<file path="src/rtl/dma_pkg.sv">
// Shared types and default address map for the OAM DMA bus arbiter.
package dma_pkg;

  typedef enum logic [1:0] {StIdle, StStart, StRead, StWrite} dma_state_e;

  typedef enum logic [1:0] {SelMem, SelHram, SelReg, SelBlocked} rdata_sel_e;

  localparam logic [15:0] DefDmaRegAddr = 16'hFF46;
  localparam logic [15:0] DefOamBase    = 16'hFE00;
  localparam int unsigned DefDmaLen     = 160;
  localparam logic [15:0] DefHramLo     = 16'hFF80;
  localparam logic [15:0] HramHi        = 16'hFFFE;
  localparam int unsigned HramDepth     = 127;

endpackage

</file>
<file path="src/rtl/hram.sv">
// Internal high RAM: synchronous write, registered read with one cycle of latency.
module hram
  import dma_pkg::*;
(
  input  logic       clk,
  input  logic       we,
  input  logic [6:0] a,
  input  logic [7:0] d,
  output logic [7:0] q
);

  logic [7:0] mem [HramDepth];

  always_ff @(posedge clk) begin
    if (we) begin
      mem[a] <= d;
    end
    q <= mem[a];
  end

endmodule

</file>
<file path="src/rtl/dma_bus_arbiter.sv">
// Shares the single memory port between the CPU and the OAM DMA engine; the CPU keeps
// HRAM and the DMA register while a copy is running.
module dma_bus_arbiter
  import dma_pkg::*;
#(
  parameter logic [15:0] DMA_REG_ADDR = DefDmaRegAddr,
  parameter logic [15:0] OAM_BASE     = DefOamBase,
  parameter int unsigned DMA_LEN      = DefDmaLen,
  parameter logic [15:0] HRAM_LO      = DefHramLo
) (
  input  logic        clk,
  input  logic        rst,
  input  logic [15:0] cpu_addr,
  input  logic [7:0]  cpu_wdata,
  input  logic        cpu_write,
  output logic [7:0]  cpu_rdata,
  output logic [15:0] mem_addr,
  output logic [7:0]  mem_wdata,
  output logic        mem_write,
  input  logic [7:0]  mem_rdata,
  output logic        dma_active
);

  localparam int unsigned IdxW = $clog2(DMA_LEN);

  dma_state_e     state_q, state_d;
  rdata_sel_e     sel_q, sel_d;
  logic [IdxW-1:0] index_q, index_d;
  logic [7:0]     src_q, src_d;
  logic           active_q, active_d;
  logic [7:0]     hram_q;

  logic is_reg, is_hram, is_mem, dma_owns, reg_write;

  assign is_reg    = (cpu_addr == DMA_REG_ADDR);
  assign is_hram   = (cpu_addr >= HRAM_LO) && (cpu_addr <= HramHi);
  assign is_mem    = !is_reg && !is_hram;
  assign dma_owns  = (state_q == StRead) || (state_q == StWrite);
  assign reg_write = cpu_write && is_reg;

  hram u_hram (
    .clk (clk),
    .we  (cpu_write && is_hram),
    .a   (7'(cpu_addr - HRAM_LO)),
    .d   (cpu_wdata),
    .q   (hram_q)
  );

  always_comb begin
    state_d  = state_q;
    index_d  = index_q;
    src_d    = src_q;
    active_d = active_q;
    unique case (state_q)
      StIdle: ;
      StStart: begin
        state_d  = StRead;
        active_d = 1'b1;
      end
      StRead:  state_d = StWrite;
      StWrite: begin
        if (index_q == IdxW'(DMA_LEN - 1)) begin
          state_d  = StIdle;
          active_d = 1'b0;
          index_d  = '0;
        end else begin
          index_d = index_q + IdxW'(1);
          state_d = StRead;
        end
      end
      default: state_d = StIdle;
    endcase
    // A register write restarts the copy; the port cycle in flight still completes.
    if (reg_write) begin
      src_d   = cpu_wdata;
      state_d = StStart;
      index_d = '0;
    end
  end

  always_comb begin
    mem_addr  = cpu_addr;
    mem_wdata = cpu_wdata;
    mem_write = cpu_write && is_mem;
    unique case (state_q)
      StRead: begin
        mem_addr  = {src_q, 8'(index_q)};
        mem_wdata = '0;
        mem_write = 1'b0;
      end
      StWrite: begin
        mem_addr  = OAM_BASE + 16'(index_q);
        mem_wdata = mem_rdata;
        mem_write = 1'b1;
      end
      default: ;
    endcase
  end

  always_comb begin
    if (is_reg)        sel_d = SelReg;
    else if (is_hram)  sel_d = SelHram;
    else if (dma_owns) sel_d = SelBlocked;
    else               sel_d = SelMem;
  end

  always_comb begin
    unique case (sel_q)
      SelMem:  cpu_rdata = mem_rdata;
      SelHram: cpu_rdata = hram_q;
      SelReg:  cpu_rdata = src_q;
      default: cpu_rdata = 8'hFF;
    endcase
  end

  always_ff @(posedge clk or negedge rst) begin
    if (!rst) begin
      state_q  <= StIdle;
      index_q  <= '0;
      src_q    <= 8'hFF;
      active_q <= 1'b0;
      sel_q    <= SelMem;
    end else begin
      state_q  <= state_d;
      index_q  <= index_d;
      src_q    <= src_d;
      active_q <= active_d;
      sel_q    <= sel_d;
    end
  end

  assign dma_active = active_q;

endmodule

</file>
<file path="config.mk">
export PLATFORM = sky130hd
export DESIGN_NAME = dma_bus_arbiter
export DESIGN_NICKNAME = d
export VERILOG_FILES = /design/src/rtl/dma_pkg.sv /design/src/rtl/hram.sv /design/src/rtl/dma_bus_arbiter.sv
export SDC_FILE = /design/constraint.sdc
export NUM_CORES = 1
export LEC_CHECK = 0
export ABC_AREA = 1
export BUFFER_PORTS_ARGS = -buffer_cell sky130_fd_sc_hd__clkbuf_2
export CAP_MARGIN = 30
export CELL_PAD_IN_SITES_DETAIL_PLACEMENT = 0
export CELL_PAD_IN_SITES_GLOBAL_PLACEMENT = 2
export CORE_MARGIN = 4
export CORE_UTILIZATION = 35
export DETAILED_ROUTE_END_ITERATION = 7
export PLACE_DENSITY = 0.77
export REMOVE_ABC_BUFFERS = 1
export SETUP_SLACK_MARGIN = 0.05
export SLEW_MARGIN = 5
export SYNTH_ARGS = -nofsm -noshare
export SYNTH_HDL_FRONTEND = slang
export SYNTH_HIERARCHICAL = 1
export SYNTH_SLANG_ARGS = --single-unit
export TNS_END_PERCENT = 10
</file>
<file path="constraint.sdc">
create_clock -name clk -period 2.9 [get_ports clk]
set_input_delay 0.145 -clock clk [delete_from_list [all_inputs] [get_ports clk]]
set_output_delay 0.145 -clock clk [all_outputs]
set_load 0.01 [all_outputs]
</file>
## Word-level counts from Yosys, hierarchy flattened

Memories as Yosys holds them, arrays and structs flattened. A register that Yosys moved wholly into a read port is not among the register bits.
Cells that the tools add are included.

- Flip-flop bits (word level): 21
- Latch bits: 0
- Memory bits (writable): 1016
- Bits in read-only memories: 0
- Memories kept: 1

Memories:

| name | words | width | rd ports | clocked after memory_dff | write ports | RTL line | text |
|---|---|---|---|---|---|---|---|
| u_hram.mem | 127 | 8 | 1 | 1 | 1 | hram.sv:12 | `logic [7:0] mem [HramDepth];` |

- $add $sub $neg: 3
- Multiply operators: 0
- Divide/modulo/power cells: 0
- Magnitude comparators: 2
- Eq/ne operators: 8
- Shifts and indexed selects: 0
- Mux-type cells: 17
- Bitwise operators: 0
- Reduce and logical (&&, ||, !) cells: 13

Operators by type and width:

| cell | number |
|---|---|
| 16-bit case mux with 2 select lines | 1 |
| 8-bit two-way mux | 3 |
| 8-bit case mux with 3 select lines | 1 |
| 16-bit == test, second input constant | 1 |
| 16-bit greater-or-equal comparator, second input constant | 1 |
| 16-bit less-or-equal comparator, second input constant | 1 |
| 8-bit case mux with 2 select lines | 1 |
| 10-bit by 9-bit adder with 11-bit output, first input constant | 1 |
| 2-bit two-way mux | 5 |
| 8-bit by 1-bit adder with 8-bit output, second input constant | 1 |
| 8-bit == test, second input constant | 1 |
| 7-bit by 1-bit subtractor with 7-bit output, second input constant | 1 |
| 2-bit == test, second input constant | 3 |
| 2-bit case mux with 3 select lines | 1 |
| 1-bit logical AND | 5 |
| 2-bit by 1-bit == test with 1-bit output, second input constant | 2 |
| 1-bit case mux with 2 select lines | 2 |
| 2-bit nonzero test | 2 |
| 4-bit nonzero test | 1 |
| 1-bit two-way mux | 3 |
| 1-bit zero test | 2 |
| 2-bit zero test | 1 |
| 2-bit by 1-bit inequality test with 1-bit output, second input constant | 1 |
| 2-bit AND reduction | 1 |
| 1-bit logical OR | 1 |

## Depth between registers and ports, before layout

Gate-level depths: netlist of the first run.

- Word-level depth: 6
- Gate-level depth with buffers: 16
- Gate-level depth less buffers: 13

## By module

The synthesis of the first run kept the hierarchy.

Modules (own cells, without submodules):

| module | times used | cells each | area each (µm²) | sequential area each (µm²) |
|---|---|---|---|---|
| hram | 1 | 4367 | 43644.4 | 30669.4 |
| dma_bus_arbiter | 1 | 255 | 1674.1 | 535.5 |

## Worst setup path before layout of the first run

Ideal clock, no wire load.

- Kind: input -> register
- Start: in cpu_addr[13]
- End: mem u_hram.mem[96][0] (enable)
- Library setup time: 0.395 ns
- Arrival time: 1.780 ns
- Data required time: 2.505 ns
- Slack: 0.725 ns
- Stages: 7
- Cells stage by stage: nand2_1 -> nor2_1 -> nand2_1 -> nor3_1 -> clkbuf_1 -> inv_1 -> nor4_1

- Cells in the longest elaborated chain, start to end: 5

Ends and longest elaborated chain:

| element | RTL line | text |
|---|---|---|
| from (decl) | dma_bus_arbiter.sv:13 | `input logic [15:0] cpu_addr,` |
| 16-bit greater-or-equal comparator or 16-bit less-or-equal comparator (tied branches) | dma_bus_arbiter.sv:36 | `assign is_hram = (cpu_addr >= HRAM_LO) && (cpu_addr <= HramHi);` |
| 1-bit logical AND * | dma_bus_arbiter.sv:36 |  |
| 1-bit logical AND * | dma_bus_arbiter.sv:43 | `.we (cpu_write && is_hram),` |
| 1-bit two-way mux * | hram.sv:15 | `if (we) begin` |
| 1-bit two-way mux (implied by the code) * | hram.sv:16 | `mem[a] <= d;` |
| to (decl) | hram.sv:12 |  |

Every way passes the cells marked *; elsewhere a longest branch is shown, timed or not.

## Worst setup path in the final report of the first run

- Start: in cpu_addr[8]
- End: mem u_hram.mem[116][7] (enable)

Same word-level chain as after synthesis.

==> impl_metrics.ini, run 1 <==
[setup_path]
critPathRequiredTime_ns = 3.32
crit_fanout = 9
arrival_ns = 3.19
worstSetupEndpointType = register
start_kind = input pin
crit-reg2reg-launch = state_q[1]$_DFFE_PN0P_
startpoint = cpu_addr[8]
worst-setup-path-type = input pin to register

[sta]
setup_violations = 0
finalWorstSetupSlack_ns = 0.124
post-route-period-util_pct = 95.7
min_period_ns = 2.78
hold_viol_final = 0
fin_setup_tns_ns = 0
max-slew-margin-rel_pct = 51.4
fin_skew_ns = 0.0231
worst_slew_pin_slew_ns = 0.727
rsz0062_at_grt = false
slew_viol_final = 0
max_freq_mhz = 360
hold_slack_ns = 0.0747

[yosys]
ys_seq_area_share_pct = 68.9
netlist-cell-type-count = 36
yosysTopAreaCell = edfxtp_1
yosysTopAreaCellShare_pct = 67.3
netlist_instances = 4622
ys_seq_elements = 1045
avgSynthCellArea_um2 = 9.80
ys_warn_count = 6
synth.area.top_cells = edfxtp_1 (67%), nand2_1 (24%), nor2_1 (2.1%)
netlist_area_mm2 = 0.0453

[global_route]
grt_pass1_vias = 30200
grt_overflow = 0
grtUsageMet1_pct = 27.1
grt_max_degree = 125
gr-usage-met2_pct = 31.4
antenna_found_initial = 0
grtUsageTotal_pct = 19.3
grt_use_met3_pct = 3.45
top_usage_layer = met2
grt_first_pass_wirelength_mm = 197

[route]
viasPerCell = 4.68
ant_nets = 0
drc = 0
drt_first_pass_iters = 5
wl_per_cell_um = 19.7
num_vias = 31200
drt_iter0_markers = 2612
routed_wl_mm = 132

[placement]
dp_slack_ns = 0.287
port-buffer-count = 68
gp_congestion = 0.791
dp_hpwl_mm = 80.2

[cts]
h-tree-depth = 3
cts_buffer_depth = 3
root_buffer = clkbuf_16
clk_pin_slew_ns = 0.06
clock_sinks = 1045
cts_tree = yes
clk_latency_ns = 0.71
numCtsBuffers = 114

[final_layout]
multi_input_area_mm2 = 0.0126
nNetsFinal = 4881
area_delta_synth_final_pct = 16.5
final_util_pct = 41.2
drive_gt1_share_pct = 10.7
fillCellCount = 12600
regArea_mm2 = 0.0312

[floorplanning]
die-height_um = 368
design.core.area_mm2 = 0.128
row_count = 131
die_area_mm2 = 0.135
ioPinCount = 69
die_w_um = 368
initial_core_util_pct = 35.4

[power_and_ir_drop]
irDropWorstVdd_uv = 517
power_frac_comb_pct = 6.8
switchingPower_mw = 7.60
p_sw_share_pct = 23.2
leakagePower_nw = 22.2
pwr-share-clk_pct = 42.4
pwr-share-seq_pct = 50.8
p_per_area_mw_per_mm2 = 621
p_int_mw = 25.2
power_mw = 32.8

[min_path]
min_path_type = input pin to register
min_from = cpu_addr[12]

[outcome]
run_status = completed

[run]
maxCapViolCount = 0
critical path, stage by stage:
cell,delay [ns]
dlygate4sd3_1,0.52
clkbuf_2,0.12
nand2_1,0.04
dlygate4sd3_1,0.56
nor2_2,0.09
nand2_2,0.06
buf_4,0.15
nor3_2,0.24
buf_4,0.25
nand3_2,0.28
buf_4,0.31
nor2_1,0.18
buf_4,0.22
timing repair:
action                     CTS  global route
buffers inserted             0             1
setup endpoints to repair    0             1
hold endpoints to repair   236             0
hold buffers                19             0
gates resized for setup      0             2
cells in the mapped netlist:
| master | count |
|---|---|
| or2_2 | 4 |
| nand3_1 | 60 |
| o22a_1 | 7 |
| nor2_2 | 6 |
| inv_2 | 3 |
| nor4_1 | 2 |
| nand4_1 | 4 |
| buf_4 | 8 |
| xnor2_1 | 1 |
| dfrtp_1 | 13 |
| or2_1 | 4 |
| o21ai_0 | 25 |
| o21ai_2 | 8 |
| nand2_4 | 1 |
| a21oi_1 | 2 |
| nand2_1 | 2850 |
| dfxtp_1 | 8 |
| xor2_1 | 1 |
| o22ai_1 | 1 |
| nand3_4 | 1 |
| inv_4 | 1 |
| inv_1 | 102 |
| nand2_2 | 8 |
| buf_6 | 24 |
| clkinv_1 | 2 |
| o21ai_1 | 2 |
| buf_2 | 123 |
| clkbuf_1 | 48 |
| buf_1 | 23 |
| ha_1 | 1 |
| a22o_1 | 1 |
| dfstp_2 | 8 |
| nor2_1 | 251 |
| edfxtp_1 | 1016 |
| nor2_4 | 2 |
| nor3_1 | 1 |
registers in the layout, summed over array words and instances, names as in the netlist:
signal,cells
u_hram/mem,1016
index_q,8
src_q,8
u_hram/q,8
sel_q,2
state_q,2
dma_active,1
power by group through the flow:
stage	clock, mW	sequential, mW	combinational [mW]
global placement	0	17.0	2.24
CTS	14.2	16.7	2.25
floorplan	0	17.0	0.982
finish	13.9	16.7	2.22
global route	14.9	16.6	2.48
detailed placement	0	17.0	2.23
area by class of cell:
type / count / area share [%]
Antenna cell: 1 / 0.00474
Clock inverter: 66 / 1.06
Tap cell: 1729 / 4.10
Sequential cell: 1045 / 59.1
Inverter: 108 / 0.818
Timing Repair Buffer: 333 / 5.48
Clock buffer: 137 / 5.65
Multi-Input combinational cell: 3243 / 23.8
routing by layer:
| metal | vias up | wire length, µm |
|---|---|---|
| met1 | 15100 | 60400 |
| met4 | 0 | 2610 |
| met5 | - | 0 |
| met3 | 157 | 6820 |
| met2 | 644 | 61700 |
| li1 | 15300 | - |
final timing paths:
path / endpoint / slack (ns) / cells after the start
worst max-delay path: u_hram/mem[116][7]$_DFFE_PP_ / 0.12 / 13
worst max register to register: dma_active$_DFFE_PN0P_ / 1.06 / 5
max in group asynchronous: index_q[7]$_DFFE_PN0P_ / 1.62 / 3
worst min-delay path: sel_q[0]$_DFF_PN0_ / 0.07 / 8
worst min register to register: src_q[7]$_DFFE_PN1P_ / 0.49 / 2
min in group asynchronous: src_q[3]$_DFFE_PN1P_ / 0.09 / 2
placed cells by master (no fill, tap or decap), types with 3 or more instances in the layout:
cell type	Yosys	routed
buf_12	0	38
dfstp_2	8	8
nand2_2	8	9
clkinv_8	0	3
o22a_1	7	7
nand4_1	4	4
dfrtp_1	13	13
dfxtp_1	8	8
dlygate4sd3_1	0	19
clkbuf_2	0	57
clkbuf_16	0	116
clkinv_1	2	26
nand3_1	60	54
o21ai_0	25	25
nor2_2	6	9
buf_4	8	217
inv_1	102	101
edfxtp_1	1016	1016
clkbuf_1	48	21
clkinv_2	0	24
bufinv_16	0	8
o21ai_2	8	8
clkinvlp_4	0	3
nor2_1	251	248
or2_2	4	4
or2_1	4	4
nand3_2	0	6
nand2_1	2850	2849
per-stage QoR:
stage,instance area (µm²),instances
floorplan,44100,4396
global placement,49000,6438
detailed placement,49000,6438
CTS,52800,6660
global route,52800,6661
finish,52800,6662
cells by family after synthesis:
group                    after synthesis  synth area share (%)
buffers and inverters                334                  3.58
XOR/XNOR                               2                0.0387
AND/OR/NAND/NOR                     3194                  26.9
AO/OA/AOI/OAI                         46                 0.643
adder cells (fa/ha/maj)                1                0.0276
flip-flops                          1045                  68.9
Power figures use the tool's default switching activity.
==> run 2: changes to the inputs <==
- HOLD_SLACK_MARGIN: not set -> 0.12
==> impl_metrics.ini, run 2 (synthesized netlist as in run 1, its figures left out) <==
[power_and_ir_drop]
p_per_area_mw_per_mm2 = 619
irDropWorstVdd_uv = 516
power_mw = 32.8
leakagePower_nw = 22.3

[sta]
max_freq_mhz = 354
min_period_ns = 2.82
worst_slew_pin_slew_ns = 0.747
hold_viol_final = 0
max-slew-margin-rel_pct = 50.0
slew_viol_final = 0
rsz0062_at_grt = false
fin_skew_ns = 0.0226
post-route-period-util_pct = 97.4
setup_violations = 0
fin_setup_tns_ns = 0

[floorplanning]
row_count = 131
ioPinCount = 69
design.core.area_mm2 = 0.128
die_area_mm2 = 0.135
die-height_um = 368
initial_core_util_pct = 35.4
die_w_um = 368

[cts]
numCtsBuffers = 114
cts_tree = yes
h-tree-depth = 3
clk_latency_ns = 0.71
clock_sinks = 1045
clk_pin_slew_ns = 0.06
root_buffer = clkbuf_16
cts_buffer_depth = 3

[setup_path]
crit-reg2reg-launch = state_q[1]$_DFFE_PN0P_
cp.buffers_inverters = 7
crit_family = buffers and inverters
worst-setup-path-type = input pin to register
start_kind = input pin
startpoint = cpu_addr[8]
crit_fanout = 9
worstSetupEndpointType = register
critPathMaxStageDelay_ns = 0.56
slowest_stage = dlygate4sd3_1
crit_path_frequent_cell = buf_4
arrival_ns = 3.24
critPathRequiredTime_ns = 3.32
cp_cell_sequence = dlygate4sd3_1, clkbuf_2, nand2_1, dlygate4sd3_1, nor2_2, nand2_2, buf_4, nor3_2, buf_4, nand3_2, buf_4, nor2_1, buf_4

[route]
viasPerCell = 4.68
ant_nets = 0
wl_per_cell_um = 19.8
drt_first_pass_iters = 7
drt_iter0_markers = 2627
routed_wl_mm = 132
drc = 0
num_vias = 31300

[final_layout]
final_common_cell = nand2_1
drive_gt1_share_pct = 10.7
final_util_pct = 41.4
top_register = u_hram/mem
mostFrequentLayoutCells = nand2_1 (2,849), edfxtp_1 (1,016), nor2_1 (248)
area_delta_synth_final_pct = 16.9
nNetsFinal = 4901
num_antenna_cells = 0
largest_reg_flops = 1016

[placement]
gp_congestion = 0.791
port-buffer-count = 68
dp_hpwl_mm = 80.2

[min_path]
min_path_type = input pin to register
min_from = cpu_addr[6]

[outcome]
run_status = completed

[global_route]
grtUsageTotal_pct = 19.3
grt_first_pass_wirelength_mm = 198
grt_pass1_vias = 30300
grt_max_degree = 125
grt_overflow = 0
antenna_found_initial = 0

[run]
maxCapViolCount = 0
run 2: path summary, 6_finish.rpt:
kind | endpoint | slack (ns) | depth (start not counted)
hold / removal | u_hram/q[5]$_DFF_P_ | 0.23 | 5
setup reg to reg | dma_active$_DFFE_PN0P_ | 1.05 | 5
setup / recovery | u_hram/mem[116][7]$_DFFE_PP_ | 0.08 | 13
hold reg to reg | src_q[7]$_DFFE_PN1P_ | 0.49 | 2
min in group asynchronous | src_q[3]$_DFFE_PN1P_ | 0.64 | 3
max in group asynchronous | index_q[7]$_DFFE_PN0P_ | 1.06 | 4
run 2: power by group:
| part | internal [mW] | switching [mW] |
|---|---|---|
| Clock | 7.98 | 5.92 |
| Sequential | 16.6 | 0.0545 |
| Combinational | 0.598 | 1.64 |
run 2: what timing repair did:
action / CTS / global route
hold buffers: 36 / 2
gates resized for setup: 0 / 3
setup buffers: 0 / 3
hold endpoints to repair: 294 / 1
endpoints found under the setup margin: 0 / 1
run 2: metal layers:
layer / GRT usage [%] / wire (µm)
met4: 4.08 / 2680
met1: 27.2 / 60600
met2: 31.5 / 61800
met3: 3.45 / 6910
met5: 0 / 0
run 2: layout make-up:
type / instances / area [µm²]
Sequential cell: 1045 / 31200
Multi-Input combinational cell: 3243 / 12600
Inverter: 108 / 432
Clock inverter: 66 / 559
Fill cell: 12600 / 75000
Timing Repair Buffer: 353 / 3090
Clock buffer: 137 / 2980
Tap cell: 1729 / 2160
run 2: metrics by stage:
step                cell area, µm²  worst slack, ns  instances  hold slack [ns]
floorplan                    44100            -1.45       4396           -0.151
finish                       53000           0.0759       6681            0.228
global route                 53000           0.0534       6681            0.231
global placement             49000            0.232       6438            0.191
detailed placement           49000            0.287       6438            0.179
CTS                          52900           0.0724       6677            0.165
run 2: tightest hold or removal path, stage by stage:
cell and delay [ns]:
clkbuf_2 0.18, nand2_1 0.28, nor2_1 0.20, nor2_1 0.05, nand2_1 0.05
